===== config.mk =====
export PLATFORM = sky130hd
export DESIGN_NAME = cdb_arbiter
export DESIGN_NICKNAME = d
export VERILOG_FILES = /design/src/rtl/cdb_arbiter.sv
export SDC_FILE = /design/constraint.sdc
export NUM_CORES = 1
export LEC_CHECK = 0
export ABC_AREA = 1
export CORE_MARGIN = 1
export CORE_UTILIZATION = 38
export CTS_CLUSTER_DIAMETER = 80
export DETAILED_ROUTE_END_ITERATION = 10
export PLACE_DENSITY = 0.69
export SKIP_LAST_GASP = 1
export SLEW_MARGIN = 20
export SYNTH_ARGS = -nofsm -noshare
export SYNTH_HDL_FRONTEND = slang
export SYNTH_SLANG_ARGS = --single-unit
export TNS_END_PERCENT = 30

===== constraint.sdc =====
create_clock -name clk -period 7.2 [get_ports clk]
set_input_delay 2.16 -clock clk [delete_from_list [all_inputs] [get_ports clk]]
set_output_delay 2.16 -clock clk [all_outputs]
set_load 0.01 [all_outputs]

===== src/rtl/cdb_arbiter.sv =====
// Result-broadcast arbiter: per-source result FIFOs feeding CDB_W registered CDB lanes, round-robin.
// Optional macro CDB_ARB_BYPASS_EN lets an empty source's live input compete directly (1-edge latency).
module cdb_arbiter #(
    parameter int NUM_SRC    = 4,
    parameter int CDB_W      = 2,
    parameter int PHYS_W     = 6,
    parameter int ROB_W      = 6,
    parameter int DATA_W     = 64,
    parameter int FIFO_DEPTH = 2
) (
    input  logic                           clk,
    input  logic                           reset_n,
    input  logic                           flush,
    input  logic [NUM_SRC-1:0]             fu_valid,
    output logic [NUM_SRC-1:0]             fu_ready,
    input  logic [NUM_SRC-1:0][PHYS_W-1:0] fu_tag,
    input  logic [NUM_SRC-1:0][DATA_W-1:0] fu_value,
    input  logic [NUM_SRC-1:0][ROB_W-1:0]  fu_rob_tag,
    output logic [CDB_W-1:0]               cdb_valid,
    output logic [CDB_W-1:0][PHYS_W-1:0]   cdb_tag,
    output logic [CDB_W-1:0][DATA_W-1:0]   cdb_value,
    output logic [CDB_W-1:0][ROB_W-1:0]    cdb_rob_tag,
    output logic [15:0]                    stall_cnt
);
    localparam int ENTRY_W = PHYS_W + ROB_W + DATA_W;
    localparam int PTR_W   = (FIFO_DEPTH > 1) ? $clog2(FIFO_DEPTH) : 1;
    localparam int CNT_W   = $clog2(FIFO_DEPTH + 1);
    localparam int SRC_W   = (NUM_SRC > 1) ? $clog2(NUM_SRC) : 1;

    logic [ENTRY_W-1:0] mem [NUM_SRC][FIFO_DEPTH];
    logic [PTR_W-1:0]   rd_ptr [NUM_SRC];
    logic [PTR_W-1:0]   wr_ptr [NUM_SRC];
    logic [CNT_W-1:0]   count  [NUM_SRC];

    logic [SRC_W-1:0]   rr_ptr, rr_next, last_src, scan_idx;
    logic [NUM_SRC-1:0] cand, grant, push, pop;
    logic [NUM_SRC-1:0][ENTRY_W-1:0] cand_entry;
    logic [CDB_W-1:0]   lane_valid;
    logic [CDB_W-1:0][ENTRY_W-1:0]   lane_entry;
    logic               stall;
    int                 n_grant;

    always_comb begin
        fu_ready   = '0;
        cand       = '0;
        cand_entry = '0;
        for (int s = 0; s < NUM_SRC; s++) begin
            fu_ready[s] = (count[s] < CNT_W'(FIFO_DEPTH));
`ifdef CDB_ARB_BYPASS_EN
            // An empty source competes with its live input fields.
            cand[s]       = (count[s] != '0) || fu_valid[s];
            cand_entry[s] = (count[s] != '0) ? mem[s][rd_ptr[s]]
                                             : {fu_tag[s], fu_rob_tag[s], fu_value[s]};
`else
            cand[s]       = (count[s] != '0);
            cand_entry[s] = mem[s][rd_ptr[s]];
`endif
        end
    end

    always_comb begin
        grant      = '0;
        lane_valid = '0;
        lane_entry = '0;
        n_grant    = 0;
        last_src   = rr_ptr;
        scan_idx   = '0;
        for (int i = 0; i < NUM_SRC; i++) begin
            scan_idx = SRC_W'((int'(rr_ptr) + i) % NUM_SRC);
            if (cand[scan_idx] && (n_grant < CDB_W)) begin
                grant[scan_idx]     = 1'b1;
                lane_valid[n_grant] = 1'b1;
                lane_entry[n_grant] = cand_entry[scan_idx];
                n_grant             = n_grant + 1;
                last_src            = scan_idx;
            end
        end
        stall = |(cand & ~grant);
        if (grant == '0)
            rr_next = rr_ptr;
        else if (last_src == SRC_W'(NUM_SRC - 1))
            rr_next = '0;
        else
            rr_next = last_src + 1'b1;
    end

    always_comb begin
        push = '0;
        pop  = '0;
        for (int s = 0; s < NUM_SRC; s++) begin
            pop[s]  = grant[s] && (count[s] != '0);
`ifdef CDB_ARB_BYPASS_EN
            push[s] = fu_valid[s] && fu_ready[s] && !(grant[s] && (count[s] == '0));
`else
            push[s] = fu_valid[s] && fu_ready[s];
`endif
        end
    end

    always_ff @(posedge clk or negedge reset_n) begin
        if (!reset_n) begin
            for (int s = 0; s < NUM_SRC; s++) begin
                count[s]  <= '0;
                rd_ptr[s] <= '0;
                wr_ptr[s] <= '0;
            end
        end else if (flush) begin
            for (int s = 0; s < NUM_SRC; s++) begin
                count[s]  <= '0;
                rd_ptr[s] <= '0;
                wr_ptr[s] <= '0;
            end
        end else begin
            for (int s = 0; s < NUM_SRC; s++) begin
                if (push[s]) wr_ptr[s] <= wr_ptr[s] + 1'b1;
                if (pop[s])  rd_ptr[s] <= rd_ptr[s] + 1'b1;
                if (push[s] && !pop[s])
                    count[s] <= count[s] + 1'b1;
                else if (pop[s] && !push[s])
                    count[s] <= count[s] - 1'b1;
            end
        end
    end

    // Storage needs no reset; validity is tracked entirely by count.
    always_ff @(posedge clk) begin
        for (int s = 0; s < NUM_SRC; s++) begin
            if (push[s] && !flush)
                mem[s][wr_ptr[s]] <= {fu_tag[s], fu_rob_tag[s], fu_value[s]};
        end
    end

    always_ff @(posedge clk or negedge reset_n) begin
        if (!reset_n) begin
            cdb_valid   <= '0;
            cdb_tag     <= '0;
            cdb_value   <= '0;
            cdb_rob_tag <= '0;
            rr_ptr      <= '0;
            stall_cnt   <= '0;
        end else if (flush) begin
            cdb_valid   <= '0;
            cdb_tag     <= '0;
            cdb_value   <= '0;
            cdb_rob_tag <= '0;
        end else begin
            cdb_valid <= lane_valid;
            for (int l = 0; l < CDB_W; l++)
                {cdb_tag[l], cdb_rob_tag[l], cdb_value[l]} <= lane_entry[l];
            rr_ptr <= rr_next;
            if (stall && (stall_cnt != 16'hFFFF))
                stall_cnt <= stall_cnt + 1'b1;
        end
    end
endmodule


After elaboration in Yosys (flattened, before gate mapping)
Memory sizes are Yosys's and may differ from the RTL's.
Index checks and enable logic that the tools add are counted.
- register bits after elaboration: 188
- RAM bits: 608
- memories kept: 1
- memory list (name ; depth ; bits a word ; rd ports ; clocked after Yosys merged registers in ; write ports ; RTL line ; text):
    mem ; 4 ; 152 ; 4 ; 0 ; 4 ; 30 ; logic [ENTRY_W-1:0] mem [NUM_SRC][FIFO_DEPTH];
- order comparisons: 33
- mux-type cells: 109
- add/sub/neg operators: 23
- eq/ne operators: 2
- bitwise gates (word level): 18
- reductions and logical operators: 64
- operators by type and width (operator ; count):
    $mux W76 ; 24
    $mux W152 ; 7
    $bmux W76 S2 ; 4
    $demux W76 S1 ; 7
    $bwmux W152 ; 3
    $lt A32 B3 Y1 const B ; 6
    $mux W128 ; 1
    $ge A32 B1 Y1 const B ; 3
    $add A32 B2 Y32 const B ; 2
    $mux W32 ; 2
    $logic_and A1 B1 Y1 ; 35
    $mux W2 ; 16
    $mux W1 ; 25
    $mux W12 ; 2
    $mux W4 ; 6
    $reduce_bool A2 Y1 ; 12
    $add A16 B1 Y16 const B ; 1
    $ge A2 B2 Y1 const B ; 8
    $ne A16 B16 Y1 const B ; 1
    $not A1 Y2 ; 8
    $add A2 B1 Y2 const B ; 6
    $lt A2 B3 Y1 const B ; 4
    $or A4 B4 Y4 ; 3
    $reduce_bool A3 Y1 ; 4
    20 further kinds ; 59

Longest topological paths before layout
- depth in word-level cells: 18
- gate-level depth with buffers: 24
- depth with buffers taken out: 18

Least setup slack after synthesis
Ideal clock, no wire load.
- path type: input-to-reg
- start point: input port flush
- end point: memory mem[0][0] in the netlist's numbering, enable pin
- required time: 6.690 ns
- data arrival time: 5.869 ns
- cell stages on the path: 4
- path buffers: 1
- setup slack: 0.821 ns
- cells stage by stage: clkinv_1 clkbuf_1 nand2_1 nor2_1
- RTL lines (what ; RTL line ; text):
    start, declared ; 13 ; input logic flush,
    end, declared ; 30 ;

==> flow_summary_export.csv <==
group,metric,value,unit
worst_hold_path,min_path_type,"reg -> reg",
setup_path,end_kind,"flip-flop",
power,vdd_ir_drop_max,0.743,mV
global_route,grt.total_usage,27.0,%
clocking,path_clk_slew,0.07,ns
power,p_leak,19.0,nW
floorplan,start_util,38.6,%
synth,synthFlopType,"edfxtp_1",
clocking,cts_hold_buf,0,
clocking,cts-root-buf,"clkbuf_16",
synth,synthMuxAreaShare,1.13,%
layout,fin_util,47.2,%
power,power.total,0.0249,W
synth,synth.top_cells.by_area,"edfxtp_1 47%, nand2_1 16%, dfrtp_1 12%, o21ai_0 6.2%, nand3_1 3.7%",
clocking,clk_latency,0.66,ns
layout,layout-drive-gt1-share,5.63,%
synth,synth_xor_area_share,0.315,%
layout,layout.nets,4866,
synth,ys_warn_count,0,
floorplan,die_w,322,um
setup_path,required,7.70,ns
detailed_routing,drt_iter0_drc,3622,
synth,synth_largest_area_cell,"edfxtp_1",
placed_design,place_congestion,0.935,
setup_path,critPathKind,"reg -> reg",
synth,synth_edf_count,608,
floorplan,die_y,322,um
synth,synth.cell_area,38900,um2
synth,syn_area_per_cell,9.18,um2
synth,ys_async_sr_fraction,23.6,%
status,status,"finished, final reports clean",
synth,netlist.area_leader.share,47.0,%
sta,slew_viol_final,0,
detailed_routing,dr.pass1.iters,7,
synth,synth_compound_area_share,12.5,%
sta,hold_violations,0,
power,power_density,522,nW/um2
clocking,cts_resized,0,
synth,syn_inst,4232,
clocking,clock-sinks,796,
sta,fin_tns_setup,0,ns
clocking,cts_buffer_depth,3,
global_route,grt_max_degree,154,
sta,finalCritPeriodShare,79.7,%
synth,synth_seq_cells,796,
synth,synth-adder-area-share,0.322,%
floorplan,io_pins,485,
global_route,gr-total-overflow,0,
floorplan,coreArea,101000,um2
run,drv_cap,0,
detailed_routing,post_drt_wl_per_cell,23.9,um
setup_path,worstPathArrival,6.24,ns
clocking,h-tree-depth,3,
synth,synth_top_family_by_area,"simple AND/OR/NAND/NOR gates",
setup_path,critPathLaunchType,"flip-flop",
placed_design,port_buffers,484,
synth,synth_fp_nets,4553,
detailed_routing,routed_wl,143000,um
placed_design,placed_area,44600,um2
placed_design,dp_hpwl,100000,um
layout,areaGrowthSynthToFinish,22.4,%
sta,setup_viol,0,
sta,fin_crit,5.74,ns
clocking,postCtsSetupRepairBufs,0,
clocking,tritoncts,"built",
synth,synthSimpleGateAreaFrac,22.4,%
sta,max-slew-margin-rel,21.8,%
global_route,antenna_found_initial,18,
setup_path,crit_fanout,92,
sta,final.setup_skew,0.0263,ns
layout,post-route-cell-area,47600,um2
clocking,cts_buffers,84,
layout,multiInputGateArea,14300,um2
synth,yosysUniqueCellTypes,40,
detailed_routing,final_antenna_net_count,0,
detailed_routing,num_vias,32700,
floorplan,die_area,104000,um2
sta,fmax,174,MHz
synth,ys_seq_area_share,59.1,%
floorplan,num_rows,116,
global_route,grt_pass1_vias,30700,
sta,worst_pin_slew,1.17,ns
detailed_routing,drcViolationCount,0,
global_route,grt_pass1_wl,203000,um
layout,n_fill_cell,9252,
sta,grt_setup_unrepaired,"no",
layout,seq_area,23000,um2
detailed_routing,avgViaCountPerCell,5.46,
layer usage:
| layer | wire length, um | GRT usage (%) | vias up |
|---|---|---|---|
| met5 | 80 | 0 | - |
| met1 | 49100 | 29.8 | 15700 |
| met2 | 73800 | 48.2 | 1525 |
| met3 | 12100 | 6.27 | 291 |
| li1 | - | - | 15200 |
| met4 | 7830 | 14.1 | 12 |
Yosys cell counts (all sizes together), types with 22 or more instances:
| library cell | instances |
|---|---|
| nand2 | 1694 |
| edfxtp | 608 |
| o21ai | 540 |
| nand3 | 289 |
| dfrtp | 188 |
| clkbuf | 160 |
| a31oi | 152 |
| buf | 141 |
| nor2 | 100 |
| inv | 78 |
| o211a | 56 |
| mux2i | 44 |
| o21a | 41 |
| or2 | 36 |
| o211ai | 32 |
| nand4 | 22 |
critical path, stage by stage, from the launching register on:
cell and delay (ns):
dfrtp_4 0.72, inv_8 0.28, ha_4 0.86, inv_6 0.40
nand3_1 0.22, nand2_1 0.34, ha_1 0.35, inv_1 0.11
nand2_1 0.08, nor2_2 0.24, nand2_4 0.11, inv_4 0.12
nand3_4 0.71, buf_4 0.59, o21ai_0 0.22, a31oi_1 0.06
final cells by class:
type / count / share of cell area, %
flip-flops and latches: 796 / 48.3
multi-input cells: 3052 / 30.1
repair buffers: 528 / 11.0
clock buffers: 107 / 4.82
well taps: 1357 / 3.57
clock inverters: 50 / 1.34
inverters: 83 / 0.715
diodes: 13 / 0.0684
kinds of logic after synthesis:
kind of cell,Yosys count
and+or+nand+nor,2146
buffers and inverters,384
AOI/OAI and AO/OA,838
adders and majority gates,10
muxes,44
DFF,796
xor gates and xnor gates,14
flip-flops by register name, summed over array words and instances, names as in the netlist, named ones only:
name / count
mem: 608
cdb_value: 128
wr_ptr: 4
cdb_valid: 2
rd_ptr: 4
stall_cnt: 16
rr_ptr: 1
cdb_tag: 12
cdb_rob_tag: 12
count: 8
worst paths after layout:
kind	from	to	slack (ns)	cells past startpoint
worst max-delay path	flip-flop	cdb_value[116]$_DFF_PN0_	1.46	15
max in group asynchronous	reset_n	rd_ptr[0]$_DFFE_PN0P_	4.33	2
min in group asynchronous	reset_n	count[6]$_DFFE_PN0P_	1.54	1
worst min register to register	stall_cnt[13]$_DFFE_PN0P_	stall_cnt[13]$_DFFE_PN0P_	0.53	2
worst min-delay path	stall_cnt[13]$_DFFE_PN0P_	stall_cnt[13]$_DFFE_PN0P_	0.53	2
worst max register to register	flip-flop	cdb_value[116]$_DFF_PN0_	1.46	15
power by group:
group          internal [W]  switching [W]  leakage [nW]
combinational       0.00422        0.00981          9.57
clock               0.00277        0.00189          1.42
sequential          0.00571       0.000469          8.04
placed cells by master (no fill, tap or decap), types with 12 or more instances in the layout:
| master | Yosys | layout |
|---|---|---|
| a21oi_1 | 13 | 13 |
| a31oi_1 | 152 | 152 |
| buf_4 | 14 | 39 |
| bufinv_16 | 0 | 14 |
| clkbuf_1 | 160 | 16 |
| clkbuf_16 | 0 | 87 |
| clkdlybuf4s50_1 | 0 | 483 |
| clkinv_1 | 5 | 12 |
| clkinv_2 | 0 | 19 |
| dfrtp_1 | 188 | 182 |
| diode_2 | 0 | 13 |
| edfxtp_1 | 608 | 608 |
| inv_1 | 73 | 71 |
| mux2i_1 | 44 | 44 |
| nand2_1 | 1680 | 1680 |
| nand3_1 | 286 | 286 |
| nand4_1 | 21 | 21 |
| nor2_1 | 97 | 87 |
| o211a_1 | 56 | 56 |
| o211ai_1 | 32 | 32 |
| o21a_1 | 41 | 41 |
| o21ai_0 | 482 | 482 |
| o21ai_1 | 58 | 58 |
| or2_2 | 35 | 35 |
per-stage QoR:
stage	setup slack, ns	hold slack, ns	std cells
floorplan	0.821	0.458	4232
global placement	1.78	0.514	5815
detailed placement	1.64	0.520	5815
CTS	1.64	0.535	5972
global route	1.04	0.568	5982
finish	1.46	0.532	5986
No activity file was read; power rests on OpenSTA's default activity.
